--- src/rtl/rr_mux_arb.sv ---
// rr_mux_arb: N-channel, W-bit registered multiplexer with per-channel
// valid/ready handshake and selectable arbitration.
//
// Ports:
//   clk, rst          clock, synchronous active-high reset
//   mode[1:0]         00 round-robin, 01 fixed priority (ch0 highest),
//                     10 manual select via sel, 11 behaves as 00
//   sel[SEL_W-1:0]    channel index for manual mode
//   in_data           flat bus, channel i at [i*WIDTH +: WIDTH]
//   in_valid/in_ready per-channel handshake (in_ready is combinational)
//   out_data/out_valid/out_sel  registered output word, valid, source index
//   out_ready         downstream ready
//   xfer_cnt[15:0]    output handshake counter, present only when the
//                     RR_MUX_XFER_CNT_EN macro is defined
module rr_mux_arb #(
  parameter int NUM_CH = 4,
  parameter int WIDTH  = 32,
  localparam int SEL_W = $clog2(NUM_CH)
) (
  input  logic                    clk,
  input  logic                    rst,
  input  logic [1:0]              mode,
  input  logic [SEL_W-1:0]        sel,
  input  logic [NUM_CH*WIDTH-1:0] in_data,
  input  logic [NUM_CH-1:0]       in_valid,
  output logic [NUM_CH-1:0]       in_ready,
  output logic [WIDTH-1:0]        out_data,
  output logic                    out_valid,
  output logic [SEL_W-1:0]        out_sel,
  input  logic                    out_ready
`ifdef RR_MUX_XFER_CNT_EN
  ,
  output logic [15:0]             xfer_cnt
`endif
);

  logic [SEL_W-1:0]  rr_ptr;
  logic              load;
  logic              gnt_any;
  logic [SEL_W-1:0]  gnt_idx;
  logic [WIDTH-1:0]  gnt_data;
  logic [NUM_CH-1:0] grant;
  logic              rr_mode;
  logic [SEL_W-1:0]  rr_next;

  assign load    = ~out_valid | out_ready;
  assign rr_mode = (mode != 2'b01) && (mode != 2'b10);

  // Grant is reduced to an index plus an any-flag; the one-hot vector is
  // rebuilt from those so in_ready can never have more than one bit set.
  always_comb begin
    int unsigned idx;
    gnt_any = 1'b0;
    gnt_idx = '0;
    idx     = 0;
    if (mode == 2'b10) begin
      if ((int'(sel) < NUM_CH) && in_valid[sel]) begin
        gnt_any = 1'b1;
        gnt_idx = sel;
      end
    end else if (mode == 2'b01) begin
      for (int unsigned k = NUM_CH; k > 0; k--) begin
        if (in_valid[k-1]) begin
          gnt_any = 1'b1;
          gnt_idx = SEL_W'(k-1);
        end
      end
    end else begin
      for (int unsigned k = 0; k < NUM_CH; k++) begin
        idx = (int'(rr_ptr) + k) % NUM_CH;
        if (!gnt_any && in_valid[idx]) begin
          gnt_any = 1'b1;
          gnt_idx = SEL_W'(idx);
        end
      end
    end
  end

  always_comb begin
    grant    = '0;
    gnt_data = '0;
    for (int unsigned i = 0; i < NUM_CH; i++) begin
      if (gnt_any && (SEL_W'(i) == gnt_idx)) begin
        grant[i] = 1'b1;
        gnt_data = in_data[i*WIDTH +: WIDTH];
      end
    end
  end

  assign in_ready = grant & {NUM_CH{load & ~rst}};

  assign rr_next = (gnt_idx == SEL_W'(NUM_CH-1)) ? '0 : gnt_idx + 1'b1;

  always_ff @(posedge clk) begin
    if (rst) begin
      out_valid <= 1'b0;
      out_data  <= '0;
      out_sel   <= '0;
      rr_ptr    <= '0;
    end else if (load) begin
      if (gnt_any) begin
        out_data  <= gnt_data;
        out_sel   <= gnt_idx;
        out_valid <= 1'b1;
        if (rr_mode)
          rr_ptr <= rr_next;
      end else begin
        // Bubble: data and index keep their last values.
        out_valid <= 1'b0;
      end
    end
  end

`ifdef RR_MUX_XFER_CNT_EN
  always_ff @(posedge clk) begin
    if (rst)
      xfer_cnt <= '0;
    else if (out_valid && out_ready)
      xfer_cnt <= xfer_cnt + 16'd1;
  end
`endif

endmodule

--- config.mk ---
export PLATFORM = sky130hd
export DESIGN_NAME = rr_mux_arb
export DESIGN_NICKNAME = d
export VERILOG_FILES = /design/src/rtl/rr_mux_arb.sv
export SDC_FILE = /design/constraint.sdc
export NUM_CORES = 1
export LEC_CHECK = 0
export CORE_MARGIN = 5
export CORE_UTILIZATION = 30
export DETAILED_ROUTE_END_ITERATION = 16
export PLACE_DENSITY = 0.76
export SLEW_MARGIN = 20
export SYNTH_ARGS = -nofsm -noshare
export SYNTH_HDL_FRONTEND = slang
export SYNTH_SLANG_ARGS = --single-unit
--- constraint.sdc ---
create_clock -name clk -period 6.2 [get_ports clk]
set_clock_uncertainty 0.2 [all_clocks]
set_input_delay 1.86 -clock clk [delete_from_list [all_inputs] [get_ports clk]]
set_output_delay 1.86 -clock clk [all_outputs]
set_load 0.05 [all_outputs]
# Word level (Yosys, flattened, before mapping)
# Index checks and enable logic that the tools add are counted.
# word_totals
regBits,37
input_bits,139
out_inout_bits,39
# classes
add_sub_neg,4
n_lt_le_gt_ge,5
eq_ne,8
muxes,48
n_bitwise,5
n_reduce_logical,14
# op_table
op,n
$mux W32,4
$mux W1,27
$mux W2,12
$lt A2 B3 Y1 const B,5
$bmux W1 S2,5
$logic_and A1 B1 Y1,8
$add A2 B1 Y2 const B,2
$add A2 B2 Y2 const B,2
$and A4 B4 Y4,1
$eq A2 B2 Y1 const A,2
$eq A2 B2 Y1 const B,2
$logic_not A1 Y1,3
$reduce_and A3 Y1,1
$eq A1 B2 Y1 const A,1
$eq A2 B1 Y1 const B,1
$logic_not A2 Y1,1
$ne A2 B1 Y1 const B,1
$ne A2 B2 Y1 const B,1
$not A1 Y1,2
$reduce_and A2 Y1,1
$and A1 B1 Y1,1
$or A1 B1 Y1,1

# Logic depth before layout (Yosys ltp)
# logic_depth
depth_word,26
mapped_depth,14
mapped_depth_nobuf,11

# Worst setup path after synthesis
# Ideal clock, no wire load.
# synth_timing
kind,input port to output port
start,input mode[0]
end,output in_ready[3]
t_arrival_ns,4.102
required_time_ns,4.140
slack_ns,0.038
path_stages,8
path_cell_list,inv_1 ha_1 o21bai_1 o311ai_0 ha_1 clkbuf_1 clkbuf_1 and3_1
# synth_between
elab_chain_cells,7
# synth_lines
item,line,source
from (decl),22,"input logic [1:0] mode,"
$eq A2 B1 Y1,61,end else if (mode == 2'b01) begin
$mux W2,61,
$mux W2 *,56,if (mode == 2'b10) begin
net gnt_idx[1],40,logic [SEL_W-1:0] gnt_idx;
$eq A2 B2 Y1 *,83,if (gnt_any && (SEL_W'(i) == gnt_idx)) begin
$logic_and A1 B1 Y1 *,83,
$mux W1 *,83,
$and A4 B4 Y4 *,90,assign in_ready = grant & {NUM_CH{load & ~rst}};
to (decl),26,"output logic [NUM_CH-1:0] in_ready,"
# The timed path passes the listed nets; every way through them passes the cells marked *.

# Worst setup path in the final report
# layout_timing
start,input mode[0]
end,output in_ready[1]
# layout_between
elab_chain_cells,7
# layout_lines
item,line
$eq A2 B1 Y1,61
$mux W2,61
$mux W2 *,56
net gnt_idx[1],40
$eq A1 B2 Y1 *,83
$logic_and A1 B1 Y1 *,83
$mux W1 *,83
$and A4 B4 Y4 *,90
# Marks and branches as above.

==> results.cfg <==
[logic_synthesis]
synthesis.nets = 438
ys.flop_type = dfxtp_1
synthArstFlopShare_pct = 0
synthCells = 293
ys_seq_elements = 37
synth_simple_gate_area_share_pct = 12.0
yosys_warnings = 0
avgSynthCellArea_um2 = 8.31
synth_top_family_by_area = compound AO/OA/AOI/OAI gates
synth_fa_ha_area_share_pct = 3.08
synth_edf_count = 0
synth_xor_area_share_pct = 0
ys_seq_area_share_pct = 30.4
synthMuxAreaShare_pct = 1.34
synth_compound_area_share_pct = 40.6
mappedNetlistArea_um2 = 2430
synth.distinct_cells = 37

[sta]
clock.fmax_mhz = 165
relSlewSlack_pct = 53.3
tightest_slew_ns = 0.700
fin_crit_ns = 6.05
finalHoldViolCount = 0
timing.final.max_slew_violations = 0
fin_tns_setup_ns = 0
finalSetupViolCount = 0
min_period_over_period_pct = 97.6

[drt]
first_pass_iters = 4
ant_nets = 0
vias_per_cell = 5.46
dr.first_iter.drc_count = 60
vias = 3040
drc_errors = 0
wl_per_cell_um = 17.7
totalWireLength_um = 9860

[place]
dp.cells = 549
dp_hpwl_um = 7290
io_buffers = 177
gp_congestion = 0.814

[clock_network]
numCtsBuffers = 5
post_cts_buffers = 0
cts_tree = built
root_buffer = clkbuf_8
clk_latency_ns = 0.29
htree_levels = 2
path_clk_slew_ns = 0.07
cts_sinks = 37
hold_buffers = 0
clockBufferDepth = 2

[global_routing]
grt_pass1_vias = 3173
grt_pass1_wl_um = 15400
antenna_found_initial = 0
overflow = 0
grt.total_usage_pct = 18.6
grt_max_degree = 66

[pwr]
pwr-share-clk_pct = 17.8
switching_share_pct = 40.5
power_density_nw_per_um2 = 242
p_switching_mw = 0.429
leakagePower_nw = 1.78
internal-power_mw = 0.629
comb_power_share_pct = 54.1
power.share.sequential_pct = 28.0
ir_drop_mv = 0.143

[critical_path]
critPathLaunchType = primary input
arrival_ns = 3.99
regToRegStartpoint = rr_ptr[0]$_SDFFE_PP0P_
slowest_delay_ns = 0.49
cp.buffers_inverters = 4
path_cells = clkdlybuf4s50_1, inv_1, ha_1, o21bai_1, or3_1, o311ai_2, inv_1, ha_1, and3_1, buf_12
r2r_slack_ns = 2.65
critPathSlowestCell = clkdlybuf4s50_1
end_kind = output port
cp_top_family = buffers and inverters
critical_path_required_ns = 4.14
critPathMaxFanout = 3
crit-reg2reg-capture = out_data[25]$_SDFFE_PP0P_
reg2reg_depth = 11
criticalPathCategory = primary input to output port

[cells_and_area]
area_growth_pct = 79.8
stdcell_count = 557
layout.cells.most_common = clkdlybuf4s50_1
utilization_pct = 56.1
layout_common_cells = clkdlybuf4s50_1 (173), a221oi_1 (63), inv_1 (39)
fin_nets = 599
drive_gt1_share_pct = 6.81
diodes = 0

[die]
dieArea_um2 = 10000
rows = 32
start_util_pct = 31.2
die_y_um = 100
coreArea_um2 = 7810
fp.dieW_um = 100
top_level_ports = 178

[min_path]
min_path_type = flop to flop
hold_path_end = out_data[16]$_SDFFE_PP0P_
whs_path_depth = 1
holdCritStartpoint = out_data[16]$_SDFFE_PP0P_

[run_status]
outcome = finished clean

[run]
cap_violations = 0
==> power by group through the flow <==
stage / registers [mW] / clock network, mW / logic (mW)
after floorplan: 0.427 / 0 / 0.223
final: 0.297 / 0.189 / 0.573
after CTS: 0.296 / 0.196 / 0.577
after global routing: 0.301 / 0.204 / 0.615
after global placement: 0.300 / 0 / 0.564
after detailed placement: 0.302 / 0 / 0.574
==> stage by stage <==
step	total power, mW	cell area (um^2)	setup WS (ns)	hold slack (ns)
after global routing	1.12	4380	-0.0219	0.294
after floorplan	0.650	2430	0.0381	0.346
final	1.06	4380	0.149	0.279
after global placement	0.864	4270	0.0507	0.260
after detailed placement	0.876	4270	-0.0826	0.264
after CTS	1.07	4370	0.121	0.283
==> layout make-up <==
class | count | area, um^2
Clock buffer | 7 | 96.3
Timing Repair Buffer | 185 | 1860
Tap cell | 102 | 128
Clock inverter | 1 | 5.00
Fill cell | 718 | 3430
Multi-Input combinational cell | 186 | 1400
Inverter | 39 | 146
Sequential cell | 37 | 741
==> synthesized netlist by cell type, types with 2 or more instances <==
master | n | area [um^2]
inv_1 | 39 | 146
a22o_1 | 32 | 280
nor2b_1 | 8 | 50.1
o21ai_0 | 2 | 10.0
o21bai_1 | 2 | 15.0
a211oi_1 | 2 | 15.0
a21oi_1 | 6 | 30.0
mux2_2 | 2 | 22.5
nor2_1 | 35 | 131
ha_1 | 6 | 75.1
buf_2 | 10 | 50.1
dfxtp_1 | 37 | 741
clkbuf_1 | 16 | 60.1
and3_1 | 4 | 25.0
nand2_1 | 5 | 18.8
buf_6 | 4 | 45.0
a221oi_1 | 63 | 552
==> flip-flops by register name (all words and copies together) (netlist names) <==
signal / cells
out_data: 32
rr_ptr: 2
out_valid: 1
out_sel: 2
==> per-layer routing <==
layer | share of wire (%) | vias up | wire length [um] | GRT usage, %
li1 | - | 1440 | - | -
met1 | 40 | 1448 | 3920 | 21.5
met2 | 49 | 128 | 4860 | 33.4
met3 | 9.4 | 24 | 927 | 5.84
met4 | 1.6 | 0 | 155 | 4.56
met5 | 0 | - | 0 | 0
==> how the worst max path moves through the flow <==
stage / startpoint / endpoint / slack [ns] / cells after the start
after global placement: mode[0] / in_ready[1] / 0.05 / 9
after global routing: mode[0] / in_ready[1] / -0.02 / 10
after floorplan: mode[0] / in_ready[3] / 0.04 / 8
after CTS: mode[0] / in_ready[1] / 0.12 / 9
final: mode[0] / in_ready[1] / 0.15 / 10
after detailed placement: mode[0] / in_ready[1] / -0.08 / 9
==> repair_timing <==
action	4_1_cts	5_1_grt
setup endpoints to repair	2	2
resized for setup	1	1
pin swaps	0	0
==> kinds of logic (layout without fill, tap and decap cells) <==
kind of cell    Yosys count  after routing
compound gates          116            116
fa+ha+maj                 6              6
buf+inv                  70            232
flops                    37             37
mux                       3              3
simple gates             61             61
Power figures use the tool's default switching activity.
